===== src/rtl/hpu_pkg.sv =====
// Shared constants and helpers for the HPU control register block: channel FSM
// state encodings, register word offsets, version and reset defaults.
package hpu_pkg;

  // AXI-Lite slave channel states.
  typedef enum logic [2:0] {
    ST_INI = 3'd0,  // idle, all address/data channels ready
    ST_AW  = 3'd1,  // write address taken, waiting for write data
    ST_W   = 3'd2,  // write data taken, waiting for write address
    ST_AWW = 3'd3,  // both taken: register write, then hold BVALID
    ST_AR1 = 3'd4,  // read address taken, latch read data
    ST_AR2 = 3'd5   // hold RVALID until RREADY
  } axil_state_e;

  // Register word offsets (byte address bits [7:2]).
  localparam logic [5:0] OFF_CTRL     = 6'h00;
  localparam logic [5:0] OFF_STATUS   = 6'h01;
  localparam logic [5:0] OFF_ADDR_I   = 6'h02;
  localparam logic [5:0] OFF_ADDR_J   = 6'h03;
  localparam logic [5:0] OFF_SCRATCH  = 6'h04;
  localparam logic [5:0] OFF_ITEM_NUM = 6'h05;
  localparam logic [5:0] OFF_CORE_EN  = 6'h06;
  localparam logic [5:0] OFF_IRQ_EN   = 6'h07;
  localparam logic [5:0] OFF_IRQ_STAT = 6'h08;
  localparam logic [5:0] OFF_INFO     = 6'h09;
  localparam logic [5:0] OFF_CYCLES   = 6'h0A;

  localparam logic [7:0] HPU_VERSION = 8'h02;

  // Reset defaults of the loop-bound registers.
  localparam int RST_ADDR_I   = 7;
  localparam int RST_ADDR_J   = 2;
  localparam int RST_ITEM_NUM = 99;

  // Merge a 32-bit write into an existing value, byte lane by byte lane.
  function automatic logic [31:0] apply_strb(input logic [31:0] old_val,
                                             input logic [31:0] new_val,
                                             input logic [3:0]  strb);
    logic [31:0] res;
    for (int b = 0; b < 4; b++) begin
      res[8*b +: 8] = strb[b] ? new_val[8*b +: 8] : old_val[8*b +: 8];
    end
    return res;
  endfunction

endpackage


===== src/rtl/hpu_ctrl_regs_if.sv =====
// AXI-Lite bundle between the host bus and the HPU control registers.
interface hpu_ctrl_regs_if;
  logic [31:0] S_AXI_AWADDR;
  logic        S_AXI_AWVALID;
  logic        S_AXI_AWREADY;
  logic [31:0] S_AXI_WDATA;
  logic [3:0]  S_AXI_WSTRB;
  logic        S_AXI_WVALID;
  logic        S_AXI_WREADY;
  logic [1:0]  S_AXI_BRESP;
  logic        S_AXI_BVALID;
  logic        S_AXI_BREADY;
  logic [31:0] S_AXI_ARADDR;
  logic        S_AXI_ARVALID;
  logic        S_AXI_ARREADY;
  logic [31:0] S_AXI_RDATA;
  logic [1:0]  S_AXI_RRESP;
  logic        S_AXI_RVALID;
  logic        S_AXI_RREADY;

  modport master (
    output S_AXI_AWADDR, S_AXI_AWVALID, S_AXI_WDATA, S_AXI_WSTRB, S_AXI_WVALID,
           S_AXI_BREADY, S_AXI_ARADDR, S_AXI_ARVALID, S_AXI_RREADY,
    input  S_AXI_AWREADY, S_AXI_WREADY, S_AXI_BRESP, S_AXI_BVALID,
           S_AXI_ARREADY, S_AXI_RDATA, S_AXI_RRESP, S_AXI_RVALID
  );

  modport slave (
    input  S_AXI_AWADDR, S_AXI_AWVALID, S_AXI_WDATA, S_AXI_WSTRB, S_AXI_WVALID,
           S_AXI_BREADY, S_AXI_ARADDR, S_AXI_ARVALID, S_AXI_RREADY,
    output S_AXI_AWREADY, S_AXI_WREADY, S_AXI_BRESP, S_AXI_BVALID,
           S_AXI_ARREADY, S_AXI_RDATA, S_AXI_RRESP, S_AXI_RVALID
  );
endinterface


===== src/rtl/hpu_axil_fsm.sv =====
// AXI-Lite slave channel FSM: captures write address/data and read address,
// issues a one-cycle register write strobe on entry to AWW and latches read
// data in AR1 so RDATA stays stable while RVALID is held.
module hpu_axil_fsm
  import hpu_pkg::*;
(
  input  logic              S_AXI_ACLK,
  input  logic              S_AXI_ARESETN,
  hpu_ctrl_regs_if.slave    axi,
  input  logic [31:0]       rd_data,
  output logic              wr_en,
  output logic [5:0]        wr_off,
  output logic [31:0]       wr_data,
  output logic [3:0]        wr_strb,
  output logic [5:0]        rd_off
);

  axil_state_e state;
  logic [31:0] rdata_q;

  // Only the word offset is decoded; the remaining address bits are ignored.
  wire unused_addr_bits = ^{axi.S_AXI_AWADDR[31:8], axi.S_AXI_AWADDR[1:0],
                            axi.S_AXI_ARADDR[31:8], axi.S_AXI_ARADDR[1:0]};

  // Channel state, capture registers and the write strobe.
  // NOTE: sequential state uses non-blocking (<=) so every flop samples the
  // pre-edge value of the others, independent of statement order.
  always_ff @(posedge S_AXI_ACLK or negedge S_AXI_ARESETN) begin
    if (!S_AXI_ARESETN) begin
      state   <= ST_INI;
      wr_en   <= 1'b0;
      wr_off  <= '0;
      wr_data <= '0;
      wr_strb <= '0;
      rd_off  <= '0;
      rdata_q <= '0;
    end else begin
      wr_en <= 1'b0;
      case (state)
        ST_INI: begin
          if (axi.S_AXI_AWVALID && axi.S_AXI_WVALID) begin
            wr_off  <= axi.S_AXI_AWADDR[7:2];
            wr_data <= axi.S_AXI_WDATA;
            wr_strb <= axi.S_AXI_WSTRB;
            wr_en   <= 1'b1;
            state   <= ST_AWW;
          end else if (axi.S_AXI_AWVALID) begin
            wr_off <= axi.S_AXI_AWADDR[7:2];
            state  <= ST_AW;
          end else if (axi.S_AXI_WVALID) begin
            wr_data <= axi.S_AXI_WDATA;
            wr_strb <= axi.S_AXI_WSTRB;
            state   <= ST_W;
          end else if (axi.S_AXI_ARVALID) begin
            rd_off <= axi.S_AXI_ARADDR[7:2];
            state  <= ST_AR1;
          end
        end
        ST_AW: begin
          if (axi.S_AXI_WVALID) begin
            wr_data <= axi.S_AXI_WDATA;
            wr_strb <= axi.S_AXI_WSTRB;
            wr_en   <= 1'b1;
            state   <= ST_AWW;
          end
        end
        ST_W: begin
          if (axi.S_AXI_AWVALID) begin
            wr_off <= axi.S_AXI_AWADDR[7:2];
            wr_en  <= 1'b1;
            state  <= ST_AWW;
          end
        end
        ST_AWW: if (axi.S_AXI_BREADY) state <= ST_INI;
        ST_AR1: begin
          rdata_q <= rd_data;
          state   <= ST_AR2;
        end
        ST_AR2: if (axi.S_AXI_RREADY) state <= ST_INI;
        default: state <= ST_INI;
      endcase
    end
  end

  // Handshake outputs decode the state register only.
  assign axi.S_AXI_AWREADY = (state == ST_INI) || (state == ST_W);
  assign axi.S_AXI_WREADY  = (state == ST_INI) || (state == ST_AW);
  assign axi.S_AXI_ARREADY = (state == ST_INI);
  assign axi.S_AXI_BVALID  = (state == ST_AWW);
  assign axi.S_AXI_RVALID  = (state == ST_AR2);
  assign axi.S_AXI_BRESP   = 2'b00;
  assign axi.S_AXI_RRESP   = 2'b00;
  assign axi.S_AXI_RDATA   = rdata_q;

endmodule


===== src/rtl/hpu_ctrl_regs.sv =====
// HPU control/status register file behind an AXI-Lite slave: mode bits and
// loop bounds for the datapath, matw/run auto-clear, run cycle counter and a
// maskable level interrupt.
module hpu_ctrl_regs
  import hpu_pkg::*;
#(
  parameter int NCORE = 8,
  parameter int AW_I  = 20,
  parameter int IW    = 16
) (
  input  logic              S_AXI_ACLK,
  input  logic              S_AXI_ARESETN,
  hpu_ctrl_regs_if.slave    s_axi,
  input  logic [IW-1:0]     mat_a,
  input  logic              done_in,
  output logic              matw,
  output logic              run,
  output logic              last,
  output logic [AW_I-1:0]   addr_i,
  output logic [AW_I-1:0]   addr_j,
  output logic [IW-1:0]     item_num,
  output logic [NCORE-1:0]  core_en,
  output logic              irq
);

  logic        wr_en;
  logic [5:0]  wr_off;
  logic [31:0] wr_data;
  logic [3:0]  wr_strb;
  logic [5:0]  rd_off;
  logic [31:0] rd_data;

  logic [31:0] scratch;
  logic [1:0]  irq_en;
  logic [1:0]  irq_stat;   // {matw_done, done}
  logic [31:0] cycles;

  hpu_axil_fsm u_fsm (
    .S_AXI_ACLK    (S_AXI_ACLK),
    .S_AXI_ARESETN (S_AXI_ARESETN),
    .axi           (s_axi),
    .rd_data       (rd_data),
    .wr_en         (wr_en),
    .wr_off        (wr_off),
    .wr_data       (wr_data),
    .wr_strb       (wr_strb),
    .rd_off        (rd_off)
  );

  // Datapath completion events.
  logic matw_evt, done_evt, w1c_irq;
  assign matw_evt = matw && (mat_a == item_num);
  assign done_evt = done_in && run;
  assign w1c_irq  = wr_en && (wr_off == OFF_IRQ_STAT) && wr_strb[0];

  // Control and configuration registers; a bus write is applied after the
  // auto-clear so a simultaneous CTRL write wins.
  always_ff @(posedge S_AXI_ACLK or negedge S_AXI_ARESETN) begin
    if (!S_AXI_ARESETN) begin
      matw     <= 1'b0;
      run      <= 1'b0;
      last     <= 1'b0;
      addr_i   <= AW_I'(RST_ADDR_I);
      addr_j   <= AW_I'(RST_ADDR_J);
      item_num <= IW'(RST_ITEM_NUM);
      core_en  <= '1;
      scratch  <= '0;
      irq_en   <= '0;
      cycles   <= '0;
    end else begin
      if (matw_evt) matw <= 1'b0;
      if (done_evt) run  <= 1'b0;
      if (run && (cycles != '1)) cycles <= cycles + 32'd1;

      if (wr_en) begin
        case (wr_off)
          OFF_CTRL: begin
            if (wr_strb[0]) begin
              matw <= wr_data[0];
              run  <= wr_data[1];
              last <= wr_data[2];
              if (!run && wr_data[1]) cycles <= '0;
            end
          end
          OFF_ADDR_I:   addr_i   <= AW_I'(apply_strb(32'(addr_i), wr_data, wr_strb));
          OFF_ADDR_J:   addr_j   <= AW_I'(apply_strb(32'(addr_j), wr_data, wr_strb));
          OFF_SCRATCH:  scratch  <= apply_strb(scratch, wr_data, wr_strb);
          OFF_ITEM_NUM: item_num <= IW'(apply_strb(32'(item_num), wr_data, wr_strb));
          OFF_CORE_EN:  core_en  <= NCORE'(apply_strb(32'(core_en), wr_data, wr_strb));
          OFF_IRQ_EN:   if (wr_strb[0]) irq_en <= wr_data[1:0];
          default: ;
        endcase
      end
    end
  end

  // Sticky interrupt status (set beats W1C) and the registered interrupt line.
  always_ff @(posedge S_AXI_ACLK or negedge S_AXI_ARESETN) begin
    if (!S_AXI_ARESETN) begin
      irq_stat <= '0;
      irq      <= 1'b0;
    end else begin
      irq_stat <= (irq_stat & ~(w1c_irq ? wr_data[1:0] : 2'b00)) | {matw_evt, done_evt};
      irq      <= |(irq_stat & irq_en);
    end
  end

  // Read mux, sampled by the FSM in AR1.
  // NOTE: rd_data is given a default before the case so unmapped offsets
  // read as zero and no latch is inferred.
  always_comb begin
    rd_data = '0;
    case (rd_off)
      OFF_CTRL:     rd_data = {29'd0, last, run, matw};
      OFF_STATUS:   rd_data = {29'd0, irq_stat[1], irq_stat[0], run | matw};
      OFF_ADDR_I:   rd_data = 32'(addr_i);
      OFF_ADDR_J:   rd_data = 32'(addr_j);
      OFF_SCRATCH:  rd_data = scratch;
      OFF_ITEM_NUM: rd_data = 32'(item_num);
      OFF_CORE_EN:  rd_data = 32'(core_en);
      OFF_IRQ_EN:   rd_data = {30'd0, irq_en};
      OFF_IRQ_STAT: rd_data = {30'd0, irq_stat};
      OFF_INFO:     rd_data = {16'd0, 8'(NCORE), HPU_VERSION};
      OFF_CYCLES:   rd_data = cycles;
      default:      rd_data = '0;
    endcase
  end

endmodule


===== src/flat_wrapper.sv =====
// flat-port wrapper written by rule: the top's interface ports become plain ports
module hpu_ctrl_regs_flat import hpu_pkg::*;
#(
  parameter int NCORE = 8,
  parameter int AW_I  = 20,
  parameter int IW    = 16
)
  (S_AXI_ACLK, S_AXI_ARESETN, mat_a, done_in, matw, run, last, addr_i, addr_j, item_num, core_en, irq, s_axi_S_AXI_AWADDR, s_axi_S_AXI_AWVALID, s_axi_S_AXI_WDATA, s_axi_S_AXI_WSTRB, s_axi_S_AXI_WVALID, s_axi_S_AXI_BREADY, s_axi_S_AXI_ARADDR, s_axi_S_AXI_ARVALID, s_axi_S_AXI_RREADY, s_axi_S_AXI_AWREADY, s_axi_S_AXI_WREADY, s_axi_S_AXI_BRESP, s_axi_S_AXI_BVALID, s_axi_S_AXI_ARREADY, s_axi_S_AXI_RDATA, s_axi_S_AXI_RRESP, s_axi_S_AXI_RVALID);
  hpu_ctrl_regs_if s_axi_i ();
  input  logic S_AXI_ACLK;
  input  logic S_AXI_ARESETN;
  input  logic [IW-1:0] mat_a;
  input  logic done_in;
  output logic matw;
  output logic run;
  output logic last;
  output logic [AW_I-1:0] addr_i;
  output logic [AW_I-1:0] addr_j;
  output logic [IW-1:0] item_num;
  output logic [NCORE-1:0] core_en;
  output logic irq;
  input wire logic [$bits(s_axi_i.S_AXI_AWADDR)-1:0] s_axi_S_AXI_AWADDR;
  input wire logic [$bits(s_axi_i.S_AXI_AWVALID)-1:0] s_axi_S_AXI_AWVALID;
  input wire logic [$bits(s_axi_i.S_AXI_WDATA)-1:0] s_axi_S_AXI_WDATA;
  input wire logic [$bits(s_axi_i.S_AXI_WSTRB)-1:0] s_axi_S_AXI_WSTRB;
  input wire logic [$bits(s_axi_i.S_AXI_WVALID)-1:0] s_axi_S_AXI_WVALID;
  input wire logic [$bits(s_axi_i.S_AXI_BREADY)-1:0] s_axi_S_AXI_BREADY;
  input wire logic [$bits(s_axi_i.S_AXI_ARADDR)-1:0] s_axi_S_AXI_ARADDR;
  input wire logic [$bits(s_axi_i.S_AXI_ARVALID)-1:0] s_axi_S_AXI_ARVALID;
  input wire logic [$bits(s_axi_i.S_AXI_RREADY)-1:0] s_axi_S_AXI_RREADY;
  output wire logic [$bits(s_axi_i.S_AXI_AWREADY)-1:0] s_axi_S_AXI_AWREADY;
  output wire logic [$bits(s_axi_i.S_AXI_WREADY)-1:0] s_axi_S_AXI_WREADY;
  output wire logic [$bits(s_axi_i.S_AXI_BRESP)-1:0] s_axi_S_AXI_BRESP;
  output wire logic [$bits(s_axi_i.S_AXI_BVALID)-1:0] s_axi_S_AXI_BVALID;
  output wire logic [$bits(s_axi_i.S_AXI_ARREADY)-1:0] s_axi_S_AXI_ARREADY;
  output wire logic [$bits(s_axi_i.S_AXI_RDATA)-1:0] s_axi_S_AXI_RDATA;
  output wire logic [$bits(s_axi_i.S_AXI_RRESP)-1:0] s_axi_S_AXI_RRESP;
  output wire logic [$bits(s_axi_i.S_AXI_RVALID)-1:0] s_axi_S_AXI_RVALID;
  assign s_axi_i.S_AXI_AWADDR = s_axi_S_AXI_AWADDR;
  assign s_axi_i.S_AXI_AWVALID = s_axi_S_AXI_AWVALID;
  assign s_axi_i.S_AXI_WDATA = s_axi_S_AXI_WDATA;
  assign s_axi_i.S_AXI_WSTRB = s_axi_S_AXI_WSTRB;
  assign s_axi_i.S_AXI_WVALID = s_axi_S_AXI_WVALID;
  assign s_axi_i.S_AXI_BREADY = s_axi_S_AXI_BREADY;
  assign s_axi_i.S_AXI_ARADDR = s_axi_S_AXI_ARADDR;
  assign s_axi_i.S_AXI_ARVALID = s_axi_S_AXI_ARVALID;
  assign s_axi_i.S_AXI_RREADY = s_axi_S_AXI_RREADY;
  assign s_axi_S_AXI_AWREADY = s_axi_i.S_AXI_AWREADY;
  assign s_axi_S_AXI_WREADY = s_axi_i.S_AXI_WREADY;
  assign s_axi_S_AXI_BRESP = s_axi_i.S_AXI_BRESP;
  assign s_axi_S_AXI_BVALID = s_axi_i.S_AXI_BVALID;
  assign s_axi_S_AXI_ARREADY = s_axi_i.S_AXI_ARREADY;
  assign s_axi_S_AXI_RDATA = s_axi_i.S_AXI_RDATA;
  assign s_axi_S_AXI_RRESP = s_axi_i.S_AXI_RRESP;
  assign s_axi_S_AXI_RVALID = s_axi_i.S_AXI_RVALID;
  hpu_ctrl_regs #(.NCORE(NCORE), .AW_I(AW_I), .IW(IW)) u_core (.S_AXI_ACLK(S_AXI_ACLK), .S_AXI_ARESETN(S_AXI_ARESETN), .s_axi(s_axi_i), .mat_a(mat_a), .done_in(done_in), .matw(matw), .run(run), .last(last), .addr_i(addr_i), .addr_j(addr_j), .item_num(item_num), .core_en(core_en), .irq(irq));
endmodule

===== config.mk =====
export PLATFORM = sky130hd
export DESIGN_NAME = hpu_ctrl_regs_flat
export DESIGN_NICKNAME = d
export VERILOG_FILES = /design/src/rtl/hpu_pkg.sv /design/src/rtl/hpu_ctrl_regs_if.sv /design/src/rtl/hpu_axil_fsm.sv /design/src/rtl/hpu_ctrl_regs.sv /design/src/flat_wrapper.sv
export SDC_FILE = /design/constraint.sdc
export NUM_CORES = 1
export LEC_CHECK = 0
export ABC_AREA = 0
export CAP_MARGIN = 20
export CELL_PAD_IN_SITES_DETAIL_PLACEMENT = 0
export CELL_PAD_IN_SITES_GLOBAL_PLACEMENT = 1
export CORE_UTILIZATION = 40
export CTS_CLUSTER_DIAMETER = 150
export DETAILED_ROUTE_END_ITERATION = 12
export GPL_ROUTABILITY_DRIVEN = 0
export PLACE_DENSITY = 0.78
export SYNTH_ARGS = -nofsm -noshare
export SYNTH_HDL_FRONTEND = slang
export SYNTH_SLANG_ARGS = --single-unit

===== constraint.sdc =====
create_clock -name S_AXI_ACLK -period 2.31 [get_ports S_AXI_ACLK]
set_input_delay 0.462 -clock S_AXI_ACLK [delete_from_list [all_inputs] [get_ports S_AXI_ACLK]]
set_output_delay 0.462 -clock S_AXI_ACLK [all_outputs]
set_load 0.01 [all_outputs]

* Yosys cells after proc, flatten, opt, wreduce, memory -nomap -nowiden
Cells that the tools add are included.
** Word-level totals
- Register bits after elaboration :: 220
** Cells by class
- $add $sub $neg :: 1
- Equal/unequal tests :: 30
- Mux-type cells :: 39
- Reductions and logical operators :: 34
- Bitwise gates (word level) :: 8
** Operator list (count)
- one-hot mux 32 bit (11 select lines) :: 1
- 2-to-1 mux 32 bit :: 8
- one-hot mux 32 bit (2 select lines) :: 1
- == test 6 x 3 -> 1 bit (second input constant) :: 8
- AND reduction 3 bit :: 15
- adder 32 x 1 -> 32 bit (second input constant) :: 1
- inequality test 32 bit (second input constant) :: 1
- == test 6 x 2 -> 1 bit (second input constant) :: 4
- == test 6 x 4 -> 1 bit (second input constant) :: 4
- 2-to-1 mux 3 bit :: 8
- one-hot mux 3 bit (6 select lines) :: 1
- == test 16 bit :: 1
- zero test 6 bit :: 2
- 2-to-1 mux 4 bit :: 3
- 2-to-1 mux 6 bit :: 2
- one-hot mux 6 bit (2 select lines) :: 1
- 2-to-1 mux 1 bit :: 11
- AND reduction 5 bit :: 2
- inequality test 2 bit (second input constant) :: 4
- one-hot mux 4 bit (2 select lines) :: 1
- logical AND 1 bit :: 7
- == test 3 x 2 -> 1 bit (second input constant) :: 2
- == test 3 bit (second input constant) :: 2
- == test 6 x 1 -> 1 bit (second input constant) :: 1
- other kinds (16) :: 21

* Logic depth before layout (Yosys ltp)
Gate-level depths: netlist (run 1).
- Depth in word-level cells :: 7
- Depth in mapped cells :: 8
- Depth with buffers taken out :: 6

* Cells and area by module
Synthesis (run 1) repeated with hierarchy kept, for this count alone.
** Second synthesis, totals
- Cell total of the unflattened synthesis :: 817
- Area, all modules :: 10478.8 µm²
** By module, submodules not included
- hpu_ctrl_regs :: instances 1, area each 7045.5 µm², cells an instance 618
- hpu_axil_fsm :: instances 1, area each 3433.3 µm², cells an instance 199

* Least setup slack after synthesis (run 1)
No wires, ideal clock.
- Path kind :: register to register
- Start :: reg with a tool-made name
- End :: reg u_core.scratch[11]
- Arrival :: 1.871 ns
- Buffers on the path :: 0
- Path slack :: 0.312 ns
- Library setup time :: 0.128 ns
- Data required time :: 2.182 ns
- Cell stages (with the launch flop) :: 5
- Path through :: dfrtp_1 > or4b_4 > nor4b_4 > nand2_4 > mux2_1
** RTL lines
- to (signal assigned) :: line hpu_ctrl_regs.sv:87 : OFF_SCRATCH: scratch <= apply_strb(scratch, wr_data, wr_strb);
- to (decl) :: line hpu_ctrl_regs.sv:33 : logic [31:0] scratch;

* Final worst setup path (run 1)
- Start :: reg u_core.u_fsm.state[2]
- End :: out s_axi_S_AXI_WREADY
** On the way
- Cells in the longest elaborated chain, start to end :: 2
- Elaborated cells on any way between the ends :: 3
** RTL lines
- from (decl) :: line hpu_axil_fsm.sv:18 : axil_state_e state;
- from (signal assigned) :: line hpu_axil_fsm.sv:30 : state <= ST_INI;
- from (signal assigned) :: line hpu_axil_fsm.sv:46 : state <= ST_AWW;
- from (signal assigned) :: line hpu_axil_fsm.sv:49 : state <= ST_AW;
- == test 3 x 1 -> 1 bit or zero test 3 bit (tied branches) :: line hpu_axil_fsm.sv:87 : assign axi.S_AXI_WREADY = (state == ST_INI) || (state == ST_AW);
- logical OR 1 bit * :: line hpu_axil_fsm.sv:87
- to (decl) :: line flat_wrapper.sv:32 : output wire logic [$bits(s_axi_i.S_AXI_WREADY)-1:0] s_axi_S_AXI_WREADY;
Every way passes the cells marked *; elsewhere a longest branch is shown, timed or not.

==> impl_metrics.prom, run 1 <==
# TYPE chip_impl_metric gauge
chip_impl_metric{name="yosysTopAreaCellShare",unit=""} 0.505
chip_impl_metric{name="share_clk_of_total_power",unit=""} 0.300
chip_impl_info{name="grt_setup_unrepaired",value="no"} 1
chip_impl_metric{name="cts_inserted_buffers",unit=""} 24
chip_impl_metric{name="finalWirelength",unit="um"} 28300
chip_impl_info{name="synth_top_cells_by_area",value="dfrtp_1 (50%), mux2_2 (17%), dfstp_2 (4.2%), xnor2_1 (2.9%), nor2_1 (1.8%)"} 1
chip_impl_metric{name="layout_min_cycle_time",unit="ns"} 2.24
chip_impl_metric{name="detail_route.iter0.violations",unit=""} 510
chip_impl_metric{name="start_util",unit=""} 0.412
chip_impl_metric{name="setup_ws",unit="ns"} 0.0658
chip_impl_metric{name="clock_skew",unit="ns"} 0.0169
chip_impl_metric{name="synthesized_area_fraction_occupied_by_and_or_nand_nor_cells",unit=""} 0.108
chip_impl_metric{name="dieArea",unit="mm2"} 0.0259
chip_impl_metric{name="crit_buf_inv",unit=""} 2
chip_impl_metric{name="postLayoutCoreUtil",unit=""} 0.546
chip_impl_metric{name="ioPinCount",unit=""} 233
chip_impl_info{name="synth.most_common_cell",value="dfrtp_1"} 1
chip_impl_metric{name="cts-root-to-sink-buffers",unit=""} 3
chip_impl_info{name="crit_path_end_kind",value="output pin"} 1
chip_impl_metric{name="max_cap_violations",unit=""} 0
chip_impl_metric{name="drive_gt1_frac",unit=""} 0.261
chip_impl_metric{name="mapped_cell_area",unit="mm2"} 0.0101
chip_impl_metric{name="num_antenna_cells",unit=""} 0
chip_impl_metric{name="clkTransAtPathRegs",unit="ns"} 0.06
chip_impl_info{name="yosysTopAreaCell",value="dfrtp_1"} 1
chip_impl_metric{name="clock_tree.htree_level_count",unit=""} 1
chip_impl_info{name="worstSetupStartpointType",value="flop"} 1
chip_impl_metric{name="critPathMaxStageDelay",unit="ns"} 0.56
chip_impl_metric{name="grt.total_usage",unit=""} 0.223
chip_impl_metric{name="power.internal",unit="mW"} 8.93
chip_impl_metric{name="yosys-mux-area-fraction",unit=""} 0.179
chip_impl_metric{name="final_antenna_net_count",unit=""} 0
chip_impl_info{name="setup.worst_path.class",value="flop to output pin"} 1
chip_impl_metric{name="row_count",unit=""} 57
chip_impl_metric{name="max_clock_freq",unit="GHz"} 0.446
chip_impl_info{name="min_path_type",value="flop to flop"} 1
chip_impl_metric{name="flow.area_growth_from_synthesis",unit="%"} 32.3
chip_impl_metric{name="synth-edff-count",unit=""} 0
chip_impl_metric{name="routedWlPerCell",unit="um"} 20.5
chip_impl_metric{name="seq_power_share",unit=""} 0.445
chip_impl_metric{name="drt_pre_antenna_iters",unit=""} 5
chip_impl_metric{name="placement.setup.worst_slack",unit="ns"} 0.194
chip_impl_metric{name="timing.final.setup_violations",unit=""} 0
chip_impl_metric{name="drc_errors",unit=""} 0
chip_impl_metric{name="first_global_vias",unit=""} 7726
chip_impl_metric{name="yosys_register_bits",unit=""} 220
chip_impl_metric{name="post-route-period-util",unit=""} 0.972
chip_impl_metric{name="timing_worst_slew_pin_value",unit="ns"} 0.698
chip_impl_info{name="cp_top_family",value="buffers and inverters"} 1
chip_impl_metric{name="fin_tns_setup",unit="ns"} 0
chip_impl_metric{name="p_switching",unit="mW"} 3.83
chip_impl_metric{name="report.final.slew_viol_count",unit=""} 0
chip_impl_metric{name="vdd_ir_drop_max",unit="V"} 0.000505
chip_impl_info{name="highest_delay_cell_along_the_critical_path",value="clkdlybuf4s50_1"} 1
chip_impl_info{name="flip_flop_cell_with_the_highest_count_after_synthesis",value="dfrtp_1"} 1
chip_impl_metric{name="cellLeakagePower",unit="nW"} 5.84
chip_impl_info{name="main_combinational_cell_family_by_area_after_synthesis",value="multiplexers"} 1
chip_impl_metric{name="hpwl",unit="um"} 20900
chip_impl_metric{name="finalNetCount",unit=""} 1165
chip_impl_metric{name="synth-async-reset-ratio",unit=""} 1.00
chip_impl_metric{name="synthXorXnorAreaFrac",unit=""} 0.0312
chip_impl_metric{name="chipHeight",unit="um"} 161
chip_impl_metric{name="placeableCoreArea",unit="mm2"} 0.0245
chip_impl_metric{name="die_outline_width",unit="um"} 161
chip_impl_info{name="cts_root_buf",value="clkbuf_16"} 1
chip_impl_info{name="timing.critical_path.cells",value="buf_4, nor2_1, clkdlybuf4s50_1"} 1
chip_impl_metric{name="cp.required",unit="ns"} 1.85
chip_impl_metric{name="clk-insertion-delay-late",unit="ns"} 0.52
chip_impl_metric{name="number_of_buffer_cells_added_on_primary_ports",unit=""} 176
chip_impl_metric{name="largest_net_degree_at_the_start_of_global_routing",unit=""} 60
chip_impl_metric{name="comb_power_share",unit=""} 0.255
chip_impl_metric{name="post_synth_num_cell_types",unit=""} 61
chip_impl_metric{name="yosys.area_share.adder",unit=""} 0.00124
chip_impl_metric{name="syn_inst",unit=""} 823
chip_impl_metric{name="power_per_cell_area",unit="mW/mm2"} 953
chip_impl_info{name="tritoncts",value="built"} 1
chip_impl_metric{name="globalRouteOverflowTotal",unit=""} 0
chip_impl_metric{name="cts_num_sinks",unit=""} 220
chip_impl_metric{name="worst_path_maximum_fanout",unit=""} 9
chip_impl_metric{name="syn_area_per_cell",unit="um2"} 12.3
chip_impl_metric{name="power_switching_share",unit=""} 0.300
chip_impl_metric{name="final-hold-violation-count",unit=""} 0
chip_impl_metric{name="route.vias.total",unit=""} 7589
chip_impl_metric{name="slew-limit-headroom",unit=""} 0.535
chip_impl_metric{name="drt-vias-per-instance",unit=""} 5.50
chip_impl_metric{name="grt_pass1_wl",unit="um"} 44700
chip_impl_metric{name="yosys_warnings",unit=""} 0
chip_impl_metric{name="synth-seq-area-share",unit=""} 0.546
chip_impl_info{name="synth_top_cells_by_count",value="dfrtp_1 (204), mux2_2 (149), nor2_1 (48), nand2_1 (45), xnor2_1 (34)"} 1
chip_impl_metric{name="synth_compound_area_frac",unit=""} 0.108
chip_impl_metric{name="worst-endpoint-arrival",unit="ns"} 1.78
chip_impl_metric{name="grt_antenna_before_repair",unit=""} 0
chip_impl_info{name="status",value="complete, no violations"} 1
chip_impl_metric{name="fin_total_pwr",unit="mW"} 12.8
==> flip-flops by register name, summed over array words and instances (netlist names), named ones only <==
name and flops:
u_core.addr_i 20, u_core.u_fsm.wr_strb 4, u_core.u_fsm.wr_en 1, u_core.irq_en 2, u_core.cycles 32, u_core.core_en 8, u_core.addr_j 20, u_core.scratch 32
u_core.irq 1, u_core.u_fsm.rd_off 6, u_core.matw 1, u_core.item_num 16, u_core.last 1, u_core.u_fsm.wr_off 1, u_core.u_fsm.wr_data 32, u_core.u_fsm.state 3
u_core.u_fsm.axi.S_AXI_RDATA 32, u_core.run 1, u_core.irq_stat 2
==> area by class of cell <==
| class | count | area (um2) |
|---|---|---|
| clock inverters | 5 | 75.1 |
| repair buffers | 238 | 2290 |
| inverters | 6 | 22.5 |
| fillers | 2145 | 11100 |
| multi-input cells | 550 | 4340 |
| flip-flops and latches | 220 | 5530 |
| clock buffers | 37 | 721 |
| well taps | 324 | 405 |
==> placed cells by master (no fill, tap or decap), types with 17 or more instances in the layout <==
| cell | netlist | layout |
|---|---|---|
| a222oi_1 | 17 | 17 |
| a21oi_1 | 24 | 24 |
| buf_4 | 8 | 56 |
| nand3_1 | 19 | 19 |
| o21ai_0 | 22 | 22 |
| clkdlybuf4s50_1 | 0 | 173 |
| dfrtp_1 | 204 | 204 |
| xnor2_1 | 34 | 34 |
| nor2_1 | 48 | 48 |
| a21o_1 | 17 | 17 |
| clkbuf_16 | 0 | 25 |
| a22oi_1 | 20 | 20 |
| mux2_2 | 149 | 149 |
| nand2_1 | 45 | 45 |
==> per-layer routing <==
| metal | vias up | track usage | wire length [um] |
|---|---|---|---|
| li1 | 3507 | - | - |
| met1 | 3842 | 0.306 | 12400 |
| met2 | 200 | 0.359 | 13600 |
| met3 | 40 | 0.0378 | 1490 |
| met4 | 0 | 0.0708 | 768 |
| met5 | - | 0 | 0 |
==> cells by family (layout without fill, tap and decap cells) <==
kind of cell,Yosys count,in the layout
flip-flops,220,220
multiplexers,161,161
XOR/XNOR,36,36
adder cells (fa/ha/maj),1,1
AND/OR/NAND/NOR,196,196
other,1,4
AO/OA/AOI/OAI,152,152
buffers and inverters,56,286
==> power by group through the flow <==
stage | clock [mW] | combinational, mW | sequential, mW
final | 3.83 | 3.25 | 5.68
after global routing | 4.07 | 3.52 | 5.80
after CTS | 3.92 | 3.28 | 5.67
after detailed placement | 0 | 3.26 | 5.73
after global placement | 0 | 3.19 | 5.69
after floorplan | 0 | 1.83 | 5.47
==> final timing paths <==
path,startpoint,to,slack [ns],depth (start not counted)
setup reg to reg,u_core.u_fsm.rd_off[3],u_core.u_fsm.axi.S_AXI_RDATA[3],0.16,6
max in group asynchronous,S_AXI_ARESETN,u_core.core_en[7],1.12,3
hold / removal,u_core.u_fsm.axi.S_AXI_RDATA[18],u_core.u_fsm.axi.S_AXI_RDATA[18],0.47,1
hold reg to reg,u_core.u_fsm.axi.S_AXI_RDATA[18],u_core.u_fsm.axi.S_AXI_RDATA[18],0.47,1
min in group asynchronous,S_AXI_ARESETN,u_core.u_fsm.wr_data[26],0.48,2
setup / recovery,u_core.u_fsm.state[2],s_axi_S_AXI_WREADY,0.07,3
==> metrics by stage <==
stage	hold WS [ns]	cell area [um2]	std cells
3_3_place_gp	0.439	12600	1337
4_1_cts	0.478	13400	1380
3_5_place_dp	0.436	12600	1337
5_1_grt	0.487	13400	1380
6_report	0.475	13400	1380
2_1_floorplan	0.166	10100	826
==> worst reg2reg max path, delay by kind of cell (launching register included) <==
kind / cells / cell delay [ns]
AO/OA/AOI/OAI: 3 / 0.51
AND/OR/NAND/NOR: 2 / 0.96
flip-flops: 1 / 0.38
buffers and inverters: 1 / 0.24
==> repair_timing <==
action | CTS | global route
hold buffers | 1 | 0
endpoints found under the hold margin | 53 | 0
gates resized for setup | 2 | 0
setup endpoints to repair | 2 | 0
buffers inserted | 0 | 0
Power figures use the tool's default switching activity.
==> run 2, diff against run 1 <==
Settings changed: REMOVE_ABC_BUFFERS set to 1, SKIP_CTS_REPAIR_TIMING set to 1.
==> impl_metrics.prom, run 2 (same netlist as run 1, synthesis figures left out) <==
# TYPE chip_impl_metric gauge
chip_impl_info{name="status",value="complete, no violations"} 1
chip_impl_metric{name="drt_pre_antenna_iters",unit=""} 7
chip_impl_metric{name="num_antenna_cells",unit=""} 0
chip_impl_metric{name="report.final.slew_viol_count",unit=""} 0
chip_impl_metric{name="detail_route.iter0.violations",unit=""} 558
chip_impl_metric{name="drt-vias-per-instance",unit=""} 5.46
chip_impl_metric{name="cts_num_sinks",unit=""} 220
chip_impl_metric{name="final_antenna_net_count",unit=""} 0
chip_impl_metric{name="layout_min_cycle_time",unit="ns"} 2.26
chip_impl_metric{name="max_clock_freq",unit="GHz"} 0.442
chip_impl_info{name="cp_top_family",value="buffers and inverters"} 1
chip_impl_metric{name="worst_path_maximum_fanout",unit=""} 10
chip_impl_metric{name="globalRouteMet1Util",unit=""} 0.324
chip_impl_info{name="final_cell_mix",value="dfrtp_1 (202), clkdlybuf4s50_1 (174), mux2_2 (149), buf_4 (54), nor2_1 (48)"} 1
chip_impl_metric{name="timing_worst_slew_pin_value",unit="ns"} 0.561
chip_impl_metric{name="grt.total_usage",unit=""} 0.224
chip_impl_metric{name="gr-usage-met3",unit=""} 0.0431
chip_impl_metric{name="die_outline_width",unit="um"} 161
chip_impl_metric{name="start_util",unit=""} 0.412
chip_impl_metric{name="first_global_vias",unit=""} 7789
chip_impl_metric{name="clock_skew",unit="ns"} 0.0211
chip_impl_info{name="worstSetupStartpointType",value="flop"} 1
chip_impl_metric{name="timing.final.setup_violations",unit=""} 0
chip_impl_metric{name="max_cap_violations",unit=""} 0
chip_impl_metric{name="routedWlPerCell",unit="um"} 20.3
chip_impl_metric{name="crit_buf_inv",unit=""} 1
chip_impl_metric{name="vdd_ir_drop_max",unit="V"} 0.000528
chip_impl_metric{name="power_switching_share",unit=""} 0.302
chip_impl_info{name="setup.worst_path.class",value="flop to output pin"} 1
chip_impl_info{name="tritoncts",value="built"} 1
chip_impl_metric{name="drive_gt1_frac",unit=""} 0.266
chip_impl_metric{name="drc_errors",unit=""} 0
chip_impl_metric{name="clock_tree.htree_level_count",unit=""} 1
chip_impl_metric{name="placeableCoreArea",unit="mm2"} 0.0245
chip_impl_info{name="highest_delay_cell_along_the_critical_path",value="clkdlybuf4s50_1"} 1
chip_impl_metric{name="flow.area_growth_from_synthesis",unit="%"} 33.0
chip_impl_metric{name="clk-insertion-delay-late",unit="ns"} 0.54
chip_impl_metric{name="seq_power_share",unit=""} 0.439
chip_impl_metric{name="largest_net_degree_at_the_start_of_global_routing",unit=""} 64
chip_impl_info{name="grt-busiest-layer",value="met2"} 1
chip_impl_info{name="crit_path_end_kind",value="output pin"} 1
chip_impl_metric{name="hpwl",unit="um"} 20100
chip_impl_metric{name="setup_ws",unit="ns"} 0.0480
chip_impl_metric{name="worst-endpoint-arrival",unit="ns"} 1.80
chip_impl_metric{name="cellLeakagePower",unit="nW"} 5.87
chip_impl_metric{name="dieArea",unit="mm2"} 0.0259
chip_impl_metric{name="post-route-period-util",unit=""} 0.979
chip_impl_metric{name="row_count",unit=""} 57
chip_impl_info{name="commonest_non_fill_non_tap_cell_in_the_layout",value="dfrtp_1"} 1
chip_impl_metric{name="p_switching",unit="mW"} 3.91
chip_impl_metric{name="number_of_buffer_cells_added_on_primary_ports",unit=""} 176
chip_impl_metric{name="cts-root-to-sink-buffers",unit=""} 3
chip_impl_metric{name="grt_util_met2",unit=""} 0.347
chip_impl_info{name="crit_path_start",value="u_core.u_fsm.state[2]"} 1
chip_impl_metric{name="grt_pass1_wl",unit="um"} 45100
chip_impl_metric{name="cp.required",unit="ns"} 1.85
chip_impl_metric{name="ioPinCount",unit=""} 233
chip_impl_metric{name="route.vias.total",unit=""} 7552
chip_impl_metric{name="clkTransAtPathRegs",unit="ns"} 0.06
chip_impl_metric{name="power.internal",unit="mW"} 9.05
chip_impl_metric{name="globalRouteOverflowTotal",unit=""} 0
chip_impl_metric{name="share_clk_of_total_power",unit=""} 0.313
chip_impl_metric{name="final-hold-violation-count",unit=""} 0
chip_impl_metric{name="comb_power_share",unit=""} 0.248
chip_impl_info{name="min_path_type",value="primary input to async pin"} 1
chip_impl_metric{name="finalWirelength",unit="um"} 28000
chip_impl_metric{name="placement.setup.worst_slack",unit="ns"} 0.156
chip_impl_info{name="crit-reg2reg-launch",value="u_core.cycles[0]"} 1
chip_impl_metric{name="chipHeight",unit="um"} 161
chip_impl_metric{name="fin_tns_setup",unit="ns"} 0
chip_impl_metric{name="slew-limit-headroom",unit=""} 0.616
chip_impl_metric{name="finalNetCount",unit=""} 1165
chip_impl_info{name="cts_root_buf",value="clkbuf_16"} 1
chip_impl_metric{name="critPathMaxStageDelay",unit="ns"} 0.56
chip_impl_info{name="timing.critical_path.cells",value="nor3_2, clkdlybuf4s50_1"} 1
chip_impl_metric{name="cts_inserted_buffers",unit=""} 25
chip_impl_metric{name="power_per_cell_area",unit="mW/mm2"} 963
chip_impl_metric{name="grt_antenna_before_repair",unit=""} 2
## run 2: cell count changes in the layout (fill, tap and decap cells not counted), sizes merged
cell / change
buf: -1
bufinv: +1
inv: +1
dlymetal6s2s: +1
dlygate4sd2: -2
clkdlybuf4s50: +1
clkinv: +1
clkbuf: +1
## run 2: power groups by stage
| stage | clock [mW] | combinational [mW] | sequential (mW) |
|---|---|---|---|
| final | 4.06 | 3.22 | 5.69 |
| after detailed placement | 0 | 3.20 | 5.74 |
| after global routing | 4.30 | 3.49 | 5.83 |
| after CTS | 4.14 | 3.22 | 5.68 |
| after floorplan | 0 | 1.56 | 5.63 |
| after global placement | 0 | 3.15 | 5.72 |
## run 2: per-layer routing
layer  vias to the layer above  wire length [um]
met5                         -                27
met4                         4               477
met3                        41              1560
met2                       212             12800
met1                      3809             13200
li1                       3486                 -
## run 2: layout make-up
cell class / count / area (um2)
Tap cell: 324 / 405
Clock buffer: 38 / 714
Inverter: 6 / 22.5
Clock inverter: 8 / 134
Fill cell: 2154 / 11100
Multi-Input combinational cell: 550 / 4350
Timing Repair Buffer: 237 / 2300
Sequential cell: 220 / 5530
## run 2: path summary, 6_finish.rpt
path | to | depth (start not counted) | slack [ns]
worst max-delay path | s_axi_S_AXI_ARREADY | 2 | 0.05
worst min-delay path | u_core.u_fsm.wr_data[18] | 2 | 0.44
max in group asynchronous | u_core.addr_j[1] | 3 | 1.12
worst max register to register | u_core.cycles[11] | 6 | 0.22
min in group S_AXI_ACLK | u_core.u_fsm.axi.S_AXI_RDATA[4] | 1 | 0.47
worst min register to register | u_core.u_fsm.axi.S_AXI_RDATA[4] | 1 | 0.47
## run 2: through the flow
| stage | instances | utilization | hold WS, ns | cell area, um2 | power (mW) |
|---|---|---|---|---|---|
| after floorplan | 776 | - | 0.166 | 9890 | 7.19 |
| after global placement | 1335 | 0.513 | 0.428 | 12600 | 8.87 |
| after detailed placement | 1335 | 0.513 | 0.425 | 12600 | 8.94 |
| after CTS | 1381 | 0.547 | -0.143 | 13400 | 13.0 |
| after global routing | 1383 | 0.549 | 0.473 | 13500 | 13.6 |
| final | 1383 | 0.549 | 0.441 | 13500 | 13.0 |
